==> src/rtl/wb_stage_pkg.sv <==
// Shared encodings for the write-back stage: source select, load size and
// fixed constants used by wb_stage and its load alignment helper.
package wb_stage_pkg;

    typedef enum logic [1:0] {
        WB_ALU  = 2'd0,
        WB_MEM  = 2'd1,
        WB_LINK = 2'd2,
        WB_RSVD = 2'd3
    } wb_sel_e;

    typedef enum logic [1:0] {
        LD_B    = 2'd0,
        LD_H    = 2'd1,
        LD_W    = 2'd2,
        LD_RSVD = 2'd3
    } ld_size_e;

    localparam logic [4:0]  REG_ZERO    = 5'd0;
    localparam logic [31:0] LINK_OFFSET = 32'd8;

endpackage

==> src/rtl/wb_stage_load_align.sv <==
// Combinational little-endian load extraction with sign/zero extension and
// misalignment detection; the reserved size encoding behaves as a word load.
module wb_stage_load_align
    import wb_stage_pkg::*;
#(
    parameter int XLEN = 32
) (
    input  logic [XLEN-1:0] read_data_i,
    input  logic [1:0]      off_i,
    input  ld_size_e        ld_size_i,
    input  logic            ld_unsigned_i,
    output logic [XLEN-1:0] data_o,
    output logic            misaligned_o
);

    logic [7:0]  byte_v;
    logic [15:0] half_v;

    always_comb begin
        byte_v = read_data_i[7:0];
        case (off_i)
            2'd0:    byte_v = read_data_i[7:0];
            2'd1:    byte_v = read_data_i[15:8];
            2'd2:    byte_v = read_data_i[23:16];
            default: byte_v = read_data_i[31:24];
        endcase
        half_v = off_i[1] ? read_data_i[31:16] : read_data_i[15:0];
    end

    always_comb begin
        data_o       = read_data_i;
        misaligned_o = 1'b0;
        case (ld_size_i)
            LD_B: begin
                data_o = {{(XLEN-8){~ld_unsigned_i & byte_v[7]}}, byte_v};
            end
            LD_H: begin
                data_o       = {{(XLEN-16){~ld_unsigned_i & half_v[15]}}, half_v};
                misaligned_o = off_i[0];
            end
            default: begin
                data_o       = read_data_i;
                misaligned_o = (off_i != 2'd0);
            end
        endcase
    end

endmodule

==> src/rtl/wb_stage.sv <==
// Write-back stage: MEM/WB register, source select, register-file write port,
// retired counter and sticky fault. Optional trace outputs under WB_TRACE_EN.
module wb_stage
    import wb_stage_pkg::*;
#(
    parameter int XLEN  = 32,
    parameter int CNT_W = 32
) (
    input  logic             clk,
    input  logic             rst,
    input  logic             MEMtoWB_valid,
    input  logic [31:0]      MEMtoWB_PC,
    input  logic [XLEN-1:0]  MEMtoWB_ALUResult,
    input  logic [XLEN-1:0]  MEMtoWB_ReadData,
    input  logic [4:0]       MEMtoWB_Rd,
    input  logic             MEMtoWB_RegWrite,
    input  logic [1:0]       MEMtoWB_WBSel,
    input  logic [1:0]       MEMtoWB_LdSize,
    input  logic             MEMtoWB_LdUnsigned,
    input  logic             stall,
    input  logic             flush,
    output logic [4:0]       writeReg,
    output logic [XLEN-1:0]  writeData,
    output logic             RegWrite,
    output logic [CNT_W-1:0] retired,
    output logic             fault
`ifdef WB_TRACE_EN
    ,
    output logic             trace_valid,
    output logic [31:0]      trace_PC,
    output logic [4:0]       trace_Rd,
    output logic [XLEN-1:0]  trace_Data
`endif
);

    logic            valid_q;
    logic [31:0]     pc_q;
    logic [XLEN-1:0] alu_q;
    logic [XLEN-1:0] rdata_q;
    logic [4:0]      rd_q;
    logic            rw_q;
    wb_sel_e         wbsel_q;
    ld_size_e        ldsize_q;
    logic            ldu_q;

    logic [CNT_W-1:0] retired_q, retired_d;
    logic             fault_q, fault_d;

    logic [XLEN-1:0] load_data;
    logic            ld_misaligned;
    logic            misaligned;
    logic            advance;
    logic [31:0]     link_pc;
    logic [XLEN-1:0] wdata;

    // MEM/WB register: flush inserts a bubble, stall holds the entry
    always_ff @(posedge clk) begin
        if (rst) begin
            valid_q  <= 1'b0;
            pc_q     <= '0;
            alu_q    <= '0;
            rdata_q  <= '0;
            rd_q     <= '0;
            rw_q     <= 1'b0;
            wbsel_q  <= WB_ALU;
            ldsize_q <= LD_B;
            ldu_q    <= 1'b0;
        end else if (flush) begin
            valid_q <= 1'b0;
            rw_q    <= 1'b0;
        end else if (!stall) begin
            valid_q  <= MEMtoWB_valid;
            pc_q     <= MEMtoWB_PC;
            alu_q    <= MEMtoWB_ALUResult;
            rdata_q  <= MEMtoWB_ReadData;
            rd_q     <= MEMtoWB_Rd;
            rw_q     <= MEMtoWB_RegWrite;
            wbsel_q  <= wb_sel_e'(MEMtoWB_WBSel);
            ldsize_q <= ld_size_e'(MEMtoWB_LdSize);
            ldu_q    <= MEMtoWB_LdUnsigned;
        end
    end

    wb_stage_load_align #(
        .XLEN(XLEN)
    ) u_load_align (
        .read_data_i   (rdata_q),
        .off_i         (alu_q[1:0]),
        .ld_size_i     (ldsize_q),
        .ld_unsigned_i (ldu_q),
        .data_o        (load_data),
        .misaligned_o  (ld_misaligned)
    );

    // An entry writes and retires only in the cycle it leaves the stage
    always_comb begin
        misaligned = (wbsel_q == WB_MEM) & ld_misaligned;
        advance    = valid_q & ~stall & ~rst;
        link_pc    = pc_q + LINK_OFFSET;
        wdata      = '0;
        case (wbsel_q)
            WB_ALU:  wdata = alu_q;
            WB_MEM:  wdata = load_data;
            WB_LINK: wdata = XLEN'(link_pc);
            default: wdata = '0;
        endcase
        retired_d = retired_q + CNT_W'(advance);
        fault_d   = fault_q | (valid_q & (misaligned | (wbsel_q == WB_RSVD)));
    end

    always_ff @(posedge clk) begin
        if (rst) begin
            retired_q <= '0;
            fault_q   <= 1'b0;
        end else begin
            retired_q <= retired_d;
            fault_q   <= fault_d;
        end
    end

    assign writeReg  = rd_q;
    assign writeData = wdata;
    assign RegWrite  = advance & rw_q & (rd_q != REG_ZERO) & ~misaligned;
    assign retired   = retired_q;
    assign fault     = fault_q;

`ifdef WB_TRACE_EN
    logic            trace_valid_q;
    logic [31:0]     trace_pc_q;
    logic [4:0]      trace_rd_q;
    logic [XLEN-1:0] trace_data_q;

    always_ff @(posedge clk) begin
        if (rst) begin
            trace_valid_q <= 1'b0;
            trace_pc_q    <= '0;
            trace_rd_q    <= '0;
            trace_data_q  <= '0;
        end else if (advance) begin
            trace_valid_q <= 1'b1;
            trace_pc_q    <= pc_q;
            trace_rd_q    <= rd_q;
            trace_data_q  <= wdata;
        end else begin
            trace_valid_q <= 1'b0;
        end
    end

    assign trace_valid = trace_valid_q;
    assign trace_PC    = trace_pc_q;
    assign trace_Rd    = trace_rd_q;
    assign trace_Data  = trace_data_q;
`endif

endmodule

==> config.mk <==
export PLATFORM = sky130hd
export DESIGN_NAME = wb_stage
export DESIGN_NICKNAME = d
export VERILOG_FILES = /design/src/rtl/wb_stage_pkg.sv /design/src/rtl/wb_stage_load_align.sv /design/src/rtl/wb_stage.sv
export SDC_FILE = /design/constraint.sdc
export NUM_CORES = 1
export LEC_CHECK = 0
export CORE_UTILIZATION = 25
export DETAILED_ROUTE_END_ITERATION = 6
export HOLD_SLACK_MARGIN = 0.1
export SYNTH_ARGS = -nofsm -noshare
export SYNTH_HDL_FRONTEND = slang
export SYNTH_SLANG_ARGS = --single-unit
==> constraint.sdc <==
create_clock -name clk -period 2.75 [get_ports clk]
set_input_delay 0.275 -clock clk [delete_from_list [all_inputs] [get_ports clk]]
set_output_delay 0.275 -clock clk [all_outputs]
set_load 0.02 [all_outputs]
==> impl_metrics.env <==
export IMPL_status="finished, final reports clean"
export IMPL_yosys_area_top_type="dfxtp_1"
export IMPL_path_class="flop to output pin"
export IMPL_met2WireLength_um=11260
export IMPL_peakVddDrop_v=0.0003049
export IMPL_grt_max_degree=100
export IMPL_min_path_cells=3
export IMPL_synth_top_cells_by_count="nand2_1 (246), dfxtp_1 (141), a21oi_1 (132)"
export IMPL_grt_overflow=0
export IMPL_wire_per_inst_um=17.23
export IMPL_max_clock_path_buffers=2
export IMPL_rr_worst_depth=8
export IMPL_via_per_inst=4.949
export IMPL_p_leak_uw=0.003628
export IMPL_die_x_um=166.8
export IMPL_syn_instance_count=906
export IMPL_worstSkewPairLatency_ps=420
export IMPL_cp_arrival_ps=2390
export IMPL_synth_edff_count=0
export IMPL_start_kind="flop"
export IMPL_fin_setup_tns_ps=0
export IMPL_hp_start="MEMtoWB_PC[26]"
export IMPL_rows=59
export IMPL_gp_congestion=0.9094
export IMPL_cts_buffers=17
export IMPL_port_buffers=182
export IMPL_r2r_end="retired[24]"
export IMPL_ys_warn_count=0
export IMPL_cp_max_fo=4
export IMPL_chipHeight_um=166.8
export IMPL_clock_sinks=141
export IMPL_setup_violations=0
export IMPL_top_layer="met4"
export IMPL_drive_gt1_share_pct=13.73
export IMPL_drc=0
export IMPL_whs_endpoint="pc_q[26]"
export IMPL_seq_area_frac_synth_pct=41.59
export IMPL_dp_cells=1419
export IMPL_hpwl_um=18800
export IMPL_antenna_found_initial=0
export IMPL_postRouteAntennaNets=0
export IMPL_start_util_pct=25.76
export IMPL_grt_usage_pct=17.73
export IMPL_die_area_mm2=0.02781
export IMPL_synth_most_common_cell="nand2_1"
export IMPL_wl_met1_um=11780
export IMPL_grt_first_pass_wirelength_um=38100
export IMPL_synth_fp_nets=1021
export IMPL_core_area_mm2=0.02635
export IMPL_intPower_uw=3899
export IMPL_tightest_slew_ps=1077
export IMPL_syn_area_mm2=0.006788
export IMPL_synthArstFlopShare_pct=0
export IMPL_htree_levels=4
export IMPL_postCtsSetupBuffers=0
export IMPL_cts_root_buf="clkbuf_16"
export IMPL_dr_pass1_iters=5
export IMPL_min_period_ps=2666
export IMPL_power_frac_clock_pct=45.0
export IMPL_synth_seq_cells=141
export IMPL_syn_area_per_cell_um2=7.492
export IMPL_endpoint_kind="output pin"
export IMPL_clk_pin_slew_worst_paths_ps=70
export IMPL_cp_required_ps=2480
export IMPL_routed_wl_um=24970
export IMPL_dr_total_vias=7171
export IMPL_antenna_cells=0
export IMPL_seq_power_share_pct=41.4
export IMPL_synth_flop_cell="dfxtp_1"
export IMPL_drtIter0Drc=582
export IMPL_dr_wl_met3_um=1648
export IMPL_r2r_slack_ps=550
export IMPL_slew_violations=0
export IMPL_io_pins=183
export IMPL_power_density_mw_per_mm2=531.2
export IMPL_layout_nets=1218
export IMPL_cap_violations=0
export IMPL_synth_top_area_share_pct=41.59
export IMPL_synth_cell_type_count=53
export IMPL_hold_path_class="input port to flop"
export IMPL_cts_tree="built"
export IMPL_p_switching_uw=1390
export IMPL_slew_headroom_pct=28.17
export IMPL_grt_pass1_vias=6578
export IMPL_power_share_switching_pct=26.29
export IMPL_finalCritPeriodShare_pct=96.93
export IMPL_hold_viol_final=0
export IMPL_max_freq_mhz=375.2
export IMPL_instances_no_fill=1449
export IMPL_finClkSkew_ps=7.528
export IMPL_area_delta_synth_final_pct=46.69
export IMPL_synth_area_leaders="dfxtp_1 (42%), nand2_1 (14%), a21oi_1 (9.7%)"
export IMPL_p_comb_share_pct=13.6
export IMPL_r2r_start="valid_q"
## routing by layer
layer  vias up  GRT usage [%]
met1      3383          25.31
met2       260          27.11
li1       3505              -
met3        23          3.256
met5         -              0
met4         0          4.791
## repair_timing
action,CTS,global route
gates resized for setup,40,64
hold buffers,0,0
endpoints found under the setup margin,32,23
pin swaps,0,4
## flip-flops by register name (all words and copies together) (netlist names)
signal,cells
retired,32
ldu_q,1
pc_q,32
fault,1
alu_q,32
wbsel_q,2
rw_q,1
rdata_q,32
writeReg,5
valid_q,1
ldsize_q,2
## stage by stage
| step | instance area [um^2] | utilization [%] | hold slack (ps) | power [uW] | worst slack [ps] |
|---|---|---|---|---|---|
| 5_1_grt | 9957 | 37.78 | 394.0 | 5476 | -69.60 |
| 2_1_floorplan | 6788 | - | 351.8 | 2541 | 522.2 |
| 6_report | 9957 | 37.78 | 397.2 | 5289 | 84.43 |
| 3_3_place_gp | 9303 | 35.30 | 444.7 | 2955 | 152.2 |
| 3_5_place_dp | 9303 | 35.30 | 450.2 | 2958 | 107.9 |
| 4_1_cts | 9882 | 37.50 | 378.5 | 5322 | -192.4 |
## cell type report
class,instances,area (um^2)
well taps,335,419.2
flip-flops and latches,141,2833
fillers,2717,16400
inverters,12,46.29
clock inverters,11,145.1
clock buffers,19,442.9
multi-input cells,690,3817
repair buffers,241,2253
## cell families after synthesis
logic type | share of synthesized area [%]
AOI/OAI and AO/OA | 19.04
buffers and inverters | 4.184
xor gates and xnor gates | 6.194
and+or+nand+nor | 25.94
DFF | 41.59
adders and majority gates | 0.5531
muxes | 2.507
## worst max-delay path: stages (launching register included)
cell and delay [ps]:
dfxtp_2 360, ha_1 170, nand2_1 110, buf_4 170, nor3_1 220, xnor2_1 230
mux2i_1 130, o22ai_1 240, clkdlybuf4s15_1 350
## worst max-delay path by stage
| stage | from | cells past startpoint | to | slack, ps |
|---|---|---|---|---|
| 2_1_floorplan | pc_q[3] | 5 | writeData[21] | 520 |
| 3_3_place_gp | pc_q[6] | 6 | writeData[22] | 150 |
| 3_5_place_dp | pc_q[6] | 6 | writeData[20] | 110 |
| 4_1_cts | ldsize_q[0] | 6 | writeData[5] | -190 |
| 5_1_grt | pc_q[4] | 8 | writeData[13] | -70 |
| 6_report | pc_q[4] | 8 | writeData[13] | 80 |
## power by group through the flow
| stage | sequential, uW | clock (uW) | combinational (uW) |
|---|---|---|---|
| 2_1_floorplan | 2210 | 0 | 335 |
| 3_3_place_gp | 2230 | 0 | 726 |
| 3_5_place_dp | 2230 | 0 | 728 |
| 4_1_cts | 2190 | 2420 | 712 |
| 5_1_grt | 2200 | 2500 | 776 |
| 6_report | 2190 | 2380 | 719 |
## placed cells by master (no fill, tap or decap), types with 17 or more instances in the layout
master,netlist,layout
a21oi_1,132,131
buf_4,0,54
clkbuf_16,0,17
clkdlybuf4s50_1,0,149
dfxtp_1,141,133
nand2_1,246,245
nand3_1,20,20
nand4_1,17,17
nor2_1,70,69
o21ai_0,26,24
xor2_1,33,33
Power figures use the tool's default switching activity.
